**src/rtl/muldiv_hilo_if.sv**
```systemverilog
// muldiv_hilo_if: request/result bundle between the execute stage and the HI/LO multiply/divide unit.
interface muldiv_hilo_if #(parameter int WL = 32);
  logic start;
  logic [1:0] op;
  logic [WL-1:0] x;
  logic [WL-1:0] y;
  logic mthi;
  logic mtlo;
  logic [WL-1:0] wdata;
  logic busy;
  logic done;
  logic div_by_zero;
  logic [WL-1:0] hi;
  logic [WL-1:0] lo;
  modport master(output start, op, x, y, mthi, mtlo, wdata, input busy, done, div_by_zero, hi, lo);
  modport slave(input start, op, x, y, mthi, mtlo, wdata, output busy, done, div_by_zero, hi, lo);
endinterface

```
**src/rtl/muldiv_hilo.sv**
```systemverilog
// muldiv_hilo: iterative MULT/MULTU/DIV/DIVU unit with HI/LO registers and MTHI/MTLO writes.
// Define MULDIV_FAST_MUL_EN for a single-cycle combinational multiply; division stays iterative.
module muldiv_hilo #(parameter int WL = 32) (
  input logic clk,
  input logic rst_n,
  muldiv_hilo_if.slave bus
);
  localparam int CW = $clog2(WL);
  typedef enum logic [2:0] {IDLE, MUL, DIV, FIX, DONE} state_t;
  state_t state;
  logic [CW-1:0] cnt;
  logic [WL-1:0] b;
  logic [2*WL-1:0] acc;
  logic is_div, neg_q, neg_r;
  logic sx, sy, go, ge;
  logic [WL-1:0] xm, ym, qfix, rfix;
  logic [WL:0] madd, trial, rdiff;
  logic [2*WL-1:0] pfix;
  // Signed ops work on magnitudes; the signs are reapplied in FIX.
  always_comb begin
    sx = ~bus.op[0] & bus.x[WL-1];
    sy = ~bus.op[0] & bus.y[WL-1];
    xm = sx ? -bus.x : bus.x;
    ym = sy ? -bus.y : bus.y;
    go = bus.start & (state == IDLE || state == DONE);
    madd = {1'b0, acc[2*WL-1:WL]} + (acc[0] ? {1'b0, b} : '0);
    trial = {acc[2*WL-1:WL], acc[WL-1]};
    rdiff = trial - {1'b0, b};
    ge = ~rdiff[WL];
    pfix = neg_q ? -acc : acc;
    qfix = neg_q ? -acc[WL-1:0] : acc[WL-1:0];
    rfix = neg_r ? -acc[2*WL-1:WL] : acc[2*WL-1:WL];
  end
  always_ff @(posedge clk or negedge rst_n)
    if (!rst_n) begin
      state <= IDLE;
      cnt <= '0;
      b <= '0;
      acc <= '0;
      is_div <= 1'b0;
      neg_q <= 1'b0;
      neg_r <= 1'b0;
      bus.busy <= 1'b0;
      bus.done <= 1'b0;
      bus.div_by_zero <= 1'b0;
      bus.hi <= '0;
      bus.lo <= '0;
    end else begin
      bus.done <= 1'b0;
      bus.div_by_zero <= 1'b0;
      case (state)
        IDLE, DONE:
          if (go) begin
            cnt <= '0;
            is_div <= bus.op[1];
            neg_q <= sx ^ sy;
            neg_r <= sx;
            if (bus.op[1]) begin
              b <= ym;
              acc <= {{WL{1'b0}}, xm};
              if (bus.y == '0) begin
                state <= DONE;
                bus.busy <= 1'b0;
                bus.done <= 1'b1;
                bus.div_by_zero <= 1'b1;
              end else begin
                state <= DIV;
                bus.busy <= 1'b1;
              end
            end else begin
`ifdef MULDIV_FAST_MUL_EN
              acc <= {{WL{1'b0}}, xm} * {{WL{1'b0}}, ym};
              state <= FIX;
`else
              b <= xm;
              acc <= {{WL{1'b0}}, ym};
              state <= MUL;
`endif
              bus.busy <= 1'b1;
            end
          end else begin
            state <= IDLE;
            bus.busy <= 1'b0;
            if (state == IDLE && bus.mthi) bus.hi <= bus.wdata;
            if (state == IDLE && bus.mtlo) bus.lo <= bus.wdata;
          end
        MUL: begin
          acc <= {madd, acc[WL-1:1]};
          cnt <= cnt + 1'b1;
          if (cnt == CW'(WL - 1)) state <= FIX;
        end
        DIV: begin
          acc <= {ge ? rdiff[WL-1:0] : trial[WL-1:0], acc[WL-2:0], ge};
          cnt <= cnt + 1'b1;
          if (cnt == CW'(WL - 1)) state <= FIX;
        end
        FIX: begin
          state <= DONE;
          bus.busy <= 1'b0;
          bus.done <= 1'b1;
          {bus.hi, bus.lo} <= is_div ? {rfix, qfix} : pfix;
        end
        default: state <= IDLE;
      endcase
    end
endmodule

```
**src/flat_wrapper.sv**
```systemverilog
// flat-port wrapper written by rule: the top's interface ports become plain ports
module muldiv_hilo_flat 
#(parameter int WL = 32)
  (clk, rst_n, bus_start, bus_op, bus_x, bus_y, bus_mthi, bus_mtlo, bus_wdata, bus_busy, bus_done, bus_div_by_zero, bus_hi, bus_lo);
  muldiv_hilo_if #(.WL(WL)) bus_i ();
  input logic clk;
  input logic rst_n;
  input wire logic [$bits(bus_i.start)-1:0] bus_start;
  input wire logic [$bits(bus_i.op)-1:0] bus_op;
  input wire logic [$bits(bus_i.x)-1:0] bus_x;
  input wire logic [$bits(bus_i.y)-1:0] bus_y;
  input wire logic [$bits(bus_i.mthi)-1:0] bus_mthi;
  input wire logic [$bits(bus_i.mtlo)-1:0] bus_mtlo;
  input wire logic [$bits(bus_i.wdata)-1:0] bus_wdata;
  output wire logic [$bits(bus_i.busy)-1:0] bus_busy;
  output wire logic [$bits(bus_i.done)-1:0] bus_done;
  output wire logic [$bits(bus_i.div_by_zero)-1:0] bus_div_by_zero;
  output wire logic [$bits(bus_i.hi)-1:0] bus_hi;
  output wire logic [$bits(bus_i.lo)-1:0] bus_lo;
  assign bus_i.start = bus_start;
  assign bus_i.op = bus_op;
  assign bus_i.x = bus_x;
  assign bus_i.y = bus_y;
  assign bus_i.mthi = bus_mthi;
  assign bus_i.mtlo = bus_mtlo;
  assign bus_i.wdata = bus_wdata;
  assign bus_busy = bus_i.busy;
  assign bus_done = bus_i.done;
  assign bus_div_by_zero = bus_i.div_by_zero;
  assign bus_hi = bus_i.hi;
  assign bus_lo = bus_i.lo;
  muldiv_hilo #(.WL(WL)) u_core (.clk(clk), .rst_n(rst_n), .bus(bus_i));
endmodule
```
**config.mk**
```make
export PLATFORM = sky130hd
export DESIGN_NAME = muldiv_hilo_flat
export DESIGN_NICKNAME = d
export VERILOG_FILES = /design/src/rtl/muldiv_hilo_if.sv /design/src/rtl/muldiv_hilo.sv /design/src/flat_wrapper.sv
export SDC_FILE = /design/constraint.sdc
export NUM_CORES = 1
export LEC_CHECK = 0
export ABC_AREA = 1
export BUFFER_PORTS_ARGS = -buffer_cell sky130_fd_sc_hd__clkbuf_2
export CAP_MARGIN = 20
export CORE_ASPECT_RATIO = 0.6
export CORE_UTILIZATION = 35
export CTS_BUF_LIST = sky130_fd_sc_hd__clkbuf_16
export DETAILED_ROUTE_END_ITERATION = 6
export PLACE_DENSITY_LB_ADDON = 0.12
export SYNTH_ARGS = -nofsm -noshare
export SYNTH_HDL_FRONTEND = slang
export SYNTH_SLANG_ARGS = --single-unit
```
**constraint.sdc**
```tcl
create_clock -name clk -period 3.1 [get_ports clk]
set_input_delay 0.31 -clock clk [delete_from_list [all_inputs] [get_ports clk]]
set_output_delay 0.31 -clock clk [all_outputs]
set_load 0.03 [all_outputs]
```
==> impl_metrics.ini <==
[outcome]
run_status = completed

[clock_tree]
cts-root-buf = clkbuf_16
cts.clk_slew.worst_paths_ns = 0.09
htreeDepth = 4
clock_latency_ns = 0.49
cts_tree = built
clock-sinks = 174
cts_buffers = 17
clockBufferDepth = 2

[setup_path]
slowest_stage = dfrtp_1
required_ns = 3.48
rr_endpoint = u_core.acc[58]
arrival_ns = 3.39
start_kind = flop
slowest_delay_ns = 0.50
worstSetupPathType = reg -> reg
crit_buf_inv = 1
cp_top_family = simple AND/OR/NAND/NOR gates
path_common_cell = nand2_1
crit_fanout = 9
cp-end-kind = flop
ff2ff_path_depth = 13
crit_chain = ha_2, nand2_1, nor2_1, nand2_1, nor4_1, nand2_1, nand2_2, nand2_4, nand2_2, buf_4, nand2_1, nand3_1, nand3_1
rr_startpoint = u_core.acc[54]
r2r_slack_ns = 0.09

[detailed_routing]
drc = 0
ant_nets = 0
wl_per_cell_um = 24.94
drtIter0Drc = 3160
firstDrtPassIters = 6
wl_um = 95000
num_vias = 22056
routed_via_density = 5.790

[global_route]
grt_max_degree = 80
grt_overflow = 0
grt_antenna_before_repair = 3
first_global_vias = 19598
grt_pass1_wl_um = 135900
grtUsageTotal_pct = 36.61

[logic_synthesis]
ys_top_cells_by_area = dfrtp_1 (25%), nand2_1 (18%), nand3_1 (11%), inv_1 (7.4%), nor2_1 (6.2%)
synth_area_leader_cell = dfrtp_1
netlist_area_um2 = 17630
syn_inst = 2927
syn_avg_cell_area_um2 = 6.024
yosysSeqAreaShare_pct = 24.69
synth_warnings = 0
synth_top_area_share_pct = 24.69
ys_types = 55
ys_ff_latch = 174
async_reset_ff_share_pct = 100.0
synth-edff-count = 0
synthesis.nets = 3102
ys.flop_type = dfrtp_1

[place]
gp_congestion = 1.043
dp_worst_setup_slack_ns = -0.1663
dp_hpwl_um = 78730
portBuffers = 169
dp.cells = 3776

[sta]
timing.final.crit_share_pct = 97.14
tightest_slew_ns = 0.8415
setup_viol = 0
skew_ns = 0.01799
slew_headroom_pct = 43.90
rsz0062_at_grt = false
fin_crit_ns = 3.011
finalMaxSlewViolations = 0
finalWorstSetupSlack_ns = 0.08851
max_freq_mhz = 332.1
tns_ns = 0
hold_viol = 0

[cells_and_area]
num_antenna_cells = 0
nFillCells = 5448
area_delta_synth_final_pct = 16.53
finalNetCount = 3321
stdcell_count = 3809
drive_gt1_share_pct = 12.63

[die]
num_rows = 63
core_um2 = 49580
start_util_pct = 35.56
die_area_um2 = 51310
die_w_um = 291.8
ioPinCount = 170
die_y_um = 175.9

[worst_hold_path]
worst_hold_path_type = in -> reg
whs_endpoint = u_core.bus.hi[20]
min_path_cells = 3
hold_start = bus_wdata[20]

[power_and_ir_drop]
peakVddDrop_mv = 0.8448
leakage_nw = 10.44
power.density_nw_per_um2 = 1430

[job]
max_cap_viol_count = 0
[stage by stage]
step / cell area, um^2 / hold WS, ns / power [mW] / utilization [%]
6_report: 20550 / 0.1313 / 29.39 / 41.44
5_1_grt: 20550 / 0.1291 / 31.26 / 41.44
2_1_floorplan: 17630 / 0.01441 / 17.65 / -
3_5_place_dp: 19880 / 0.4345 / 26.02 / 40.10
3_3_place_gp: 19880 / 0.4239 / 26.07 / 40.10
4_1_cts: 20520 / 0.1161 / 28.49 / 41.39
[power by group]
group	total [mW]	leakage, nW	internal [mW]	switching, mW
clock network	2.39	0.300	1.17	1.22
logic	21.9	8.08	6.80	15.1
registers	5.10	2.07	3.45	1.65
total	29.4	10.4	11.4	18.0
[cell type report]
cell class / instances / area [um^2] / area share [%]
Clock buffer: 17 / 425.4 / 2.070
Clock inverter: 15 / 190.2 / 0.9255
Inverter: 361 / 1355 / 6.594
Multi-Input combinational cell: 2293 / 11530 / 56.13
Sequential cell: 174 / 4359 / 21.21
Tap cell: 650 / 813.3 / 3.958
Timing Repair Buffer: 299 / 1871 / 9.103
[flip-flops by register name, summed over array words and instances (netlist names)]
register	flops
u_core.state	3
u_core.neg_q	1
u_core.acc	64
u_core.cnt	5
u_core.bus.hi	32
u_core.b	32
u_core.bus.div_by_zero	1
u_core.bus.lo	32
u_core.bus.done	1
u_core.bus.busy	1
u_core.is_div	1
u_core.neg_r	1
[cells in the mapped netlist (5+ instances only)]
cell / number
dfrtp_1: 174
nand2_1: 858
o21ai_0: 144
nor2_1: 292
o221ai_1: 9
nand2_2: 5
buf_4: 6
nand4_1: 26
ha_1: 70
inv_2: 10
a21boi_0: 5
buf_2: 22
xor2_1: 29
a221oi_1: 27
or2_2: 24
o21a_1: 14
a21oi_1: 182
a22oi_1: 26
clkbuf_1: 61
nand3_1: 391
o21bai_1: 11
o22ai_1: 7
buf_1: 8
nand3b_1: 20
nor3_1: 24
xnor2_1: 15
o211ai_1: 28
inv_1: 349
a2bb2oi_1: 27
and2_1: 6
[worst min-delay path, delay by kind of cell]
kind,cells,cell delay [ns]
buffers and inverters,1,0.10
AO/OA/AOI/OAI,2,0.19
[metal layers]
| metal | routed length, um | global-route usage [%] |
|---|---|---|
| met1 | 47000 | 58.74 |
| met2 | 33750 | 45.36 |
| met3 | 12530 | 11.62 |
| met4 | 1696 | 7.259 |
| met5 | 28 | 0 |
[logic make-up after synthesis]
| logic type | share of synthesized area (%) |
|---|---|
| compound gates | 17.34 |
| xor+xnor | 2.185 |
| fa+ha+maj | 5.194 |
| buf+inv | 10.16 |
| flops | 24.69 |
| simple gates | 40.42 |
[cell usage in the layout, fill, tap and decap left out, types with 7 or more instances in the layout]
cell type,n
xor2_1,29
o21a_1,14
o22ai_1,7
nor3_1,24
a22oi_1,25
xnor2_1,15
o221ai_1,9
buf_4,126
dfrtp_1,170
nor2_2,7
a2bb2oi_1,27
o21bai_1,11
nand3_1,389
inv_2,10
inv_1,349
clkbuf_2,168
a21oi_1,181
o21ai_0,143
nand2_1,858
clkbuf_16,17
or2_2,24
nand4_1,26
ha_1,68
nand3b_1,20
nor2_1,288
a221oi_1,27
o211ai_1,28
[timing repair]
action	4_1_cts	5_1_grt
pin swaps	0	0
hold endpoints to repair	76	0
hold buffers	1	0
gates resized for setup	2	11
setup endpoints to repair	1	30
buffers inserted	0	0
[worst max-delay path by stage]
stage,to,slack [ns],startpoint,depth (start not counted)
after floorplan,u_core.acc[61],0.51,u_core.acc[0],17
after global placement,u_core.acc[0],-0.27,u_core.acc[53],9
after detailed placement,u_core.acc[0],-0.17,u_core.acc[53],9
after CTS,u_core.acc[60],0.12,u_core.acc[0],16
after global routing,u_core.bus.hi[4],0.009,u_core.acc[0],14
final,u_core.acc[58],0.09,u_core.acc[54],13
No activity file was read; power rests on OpenSTA's default activity.
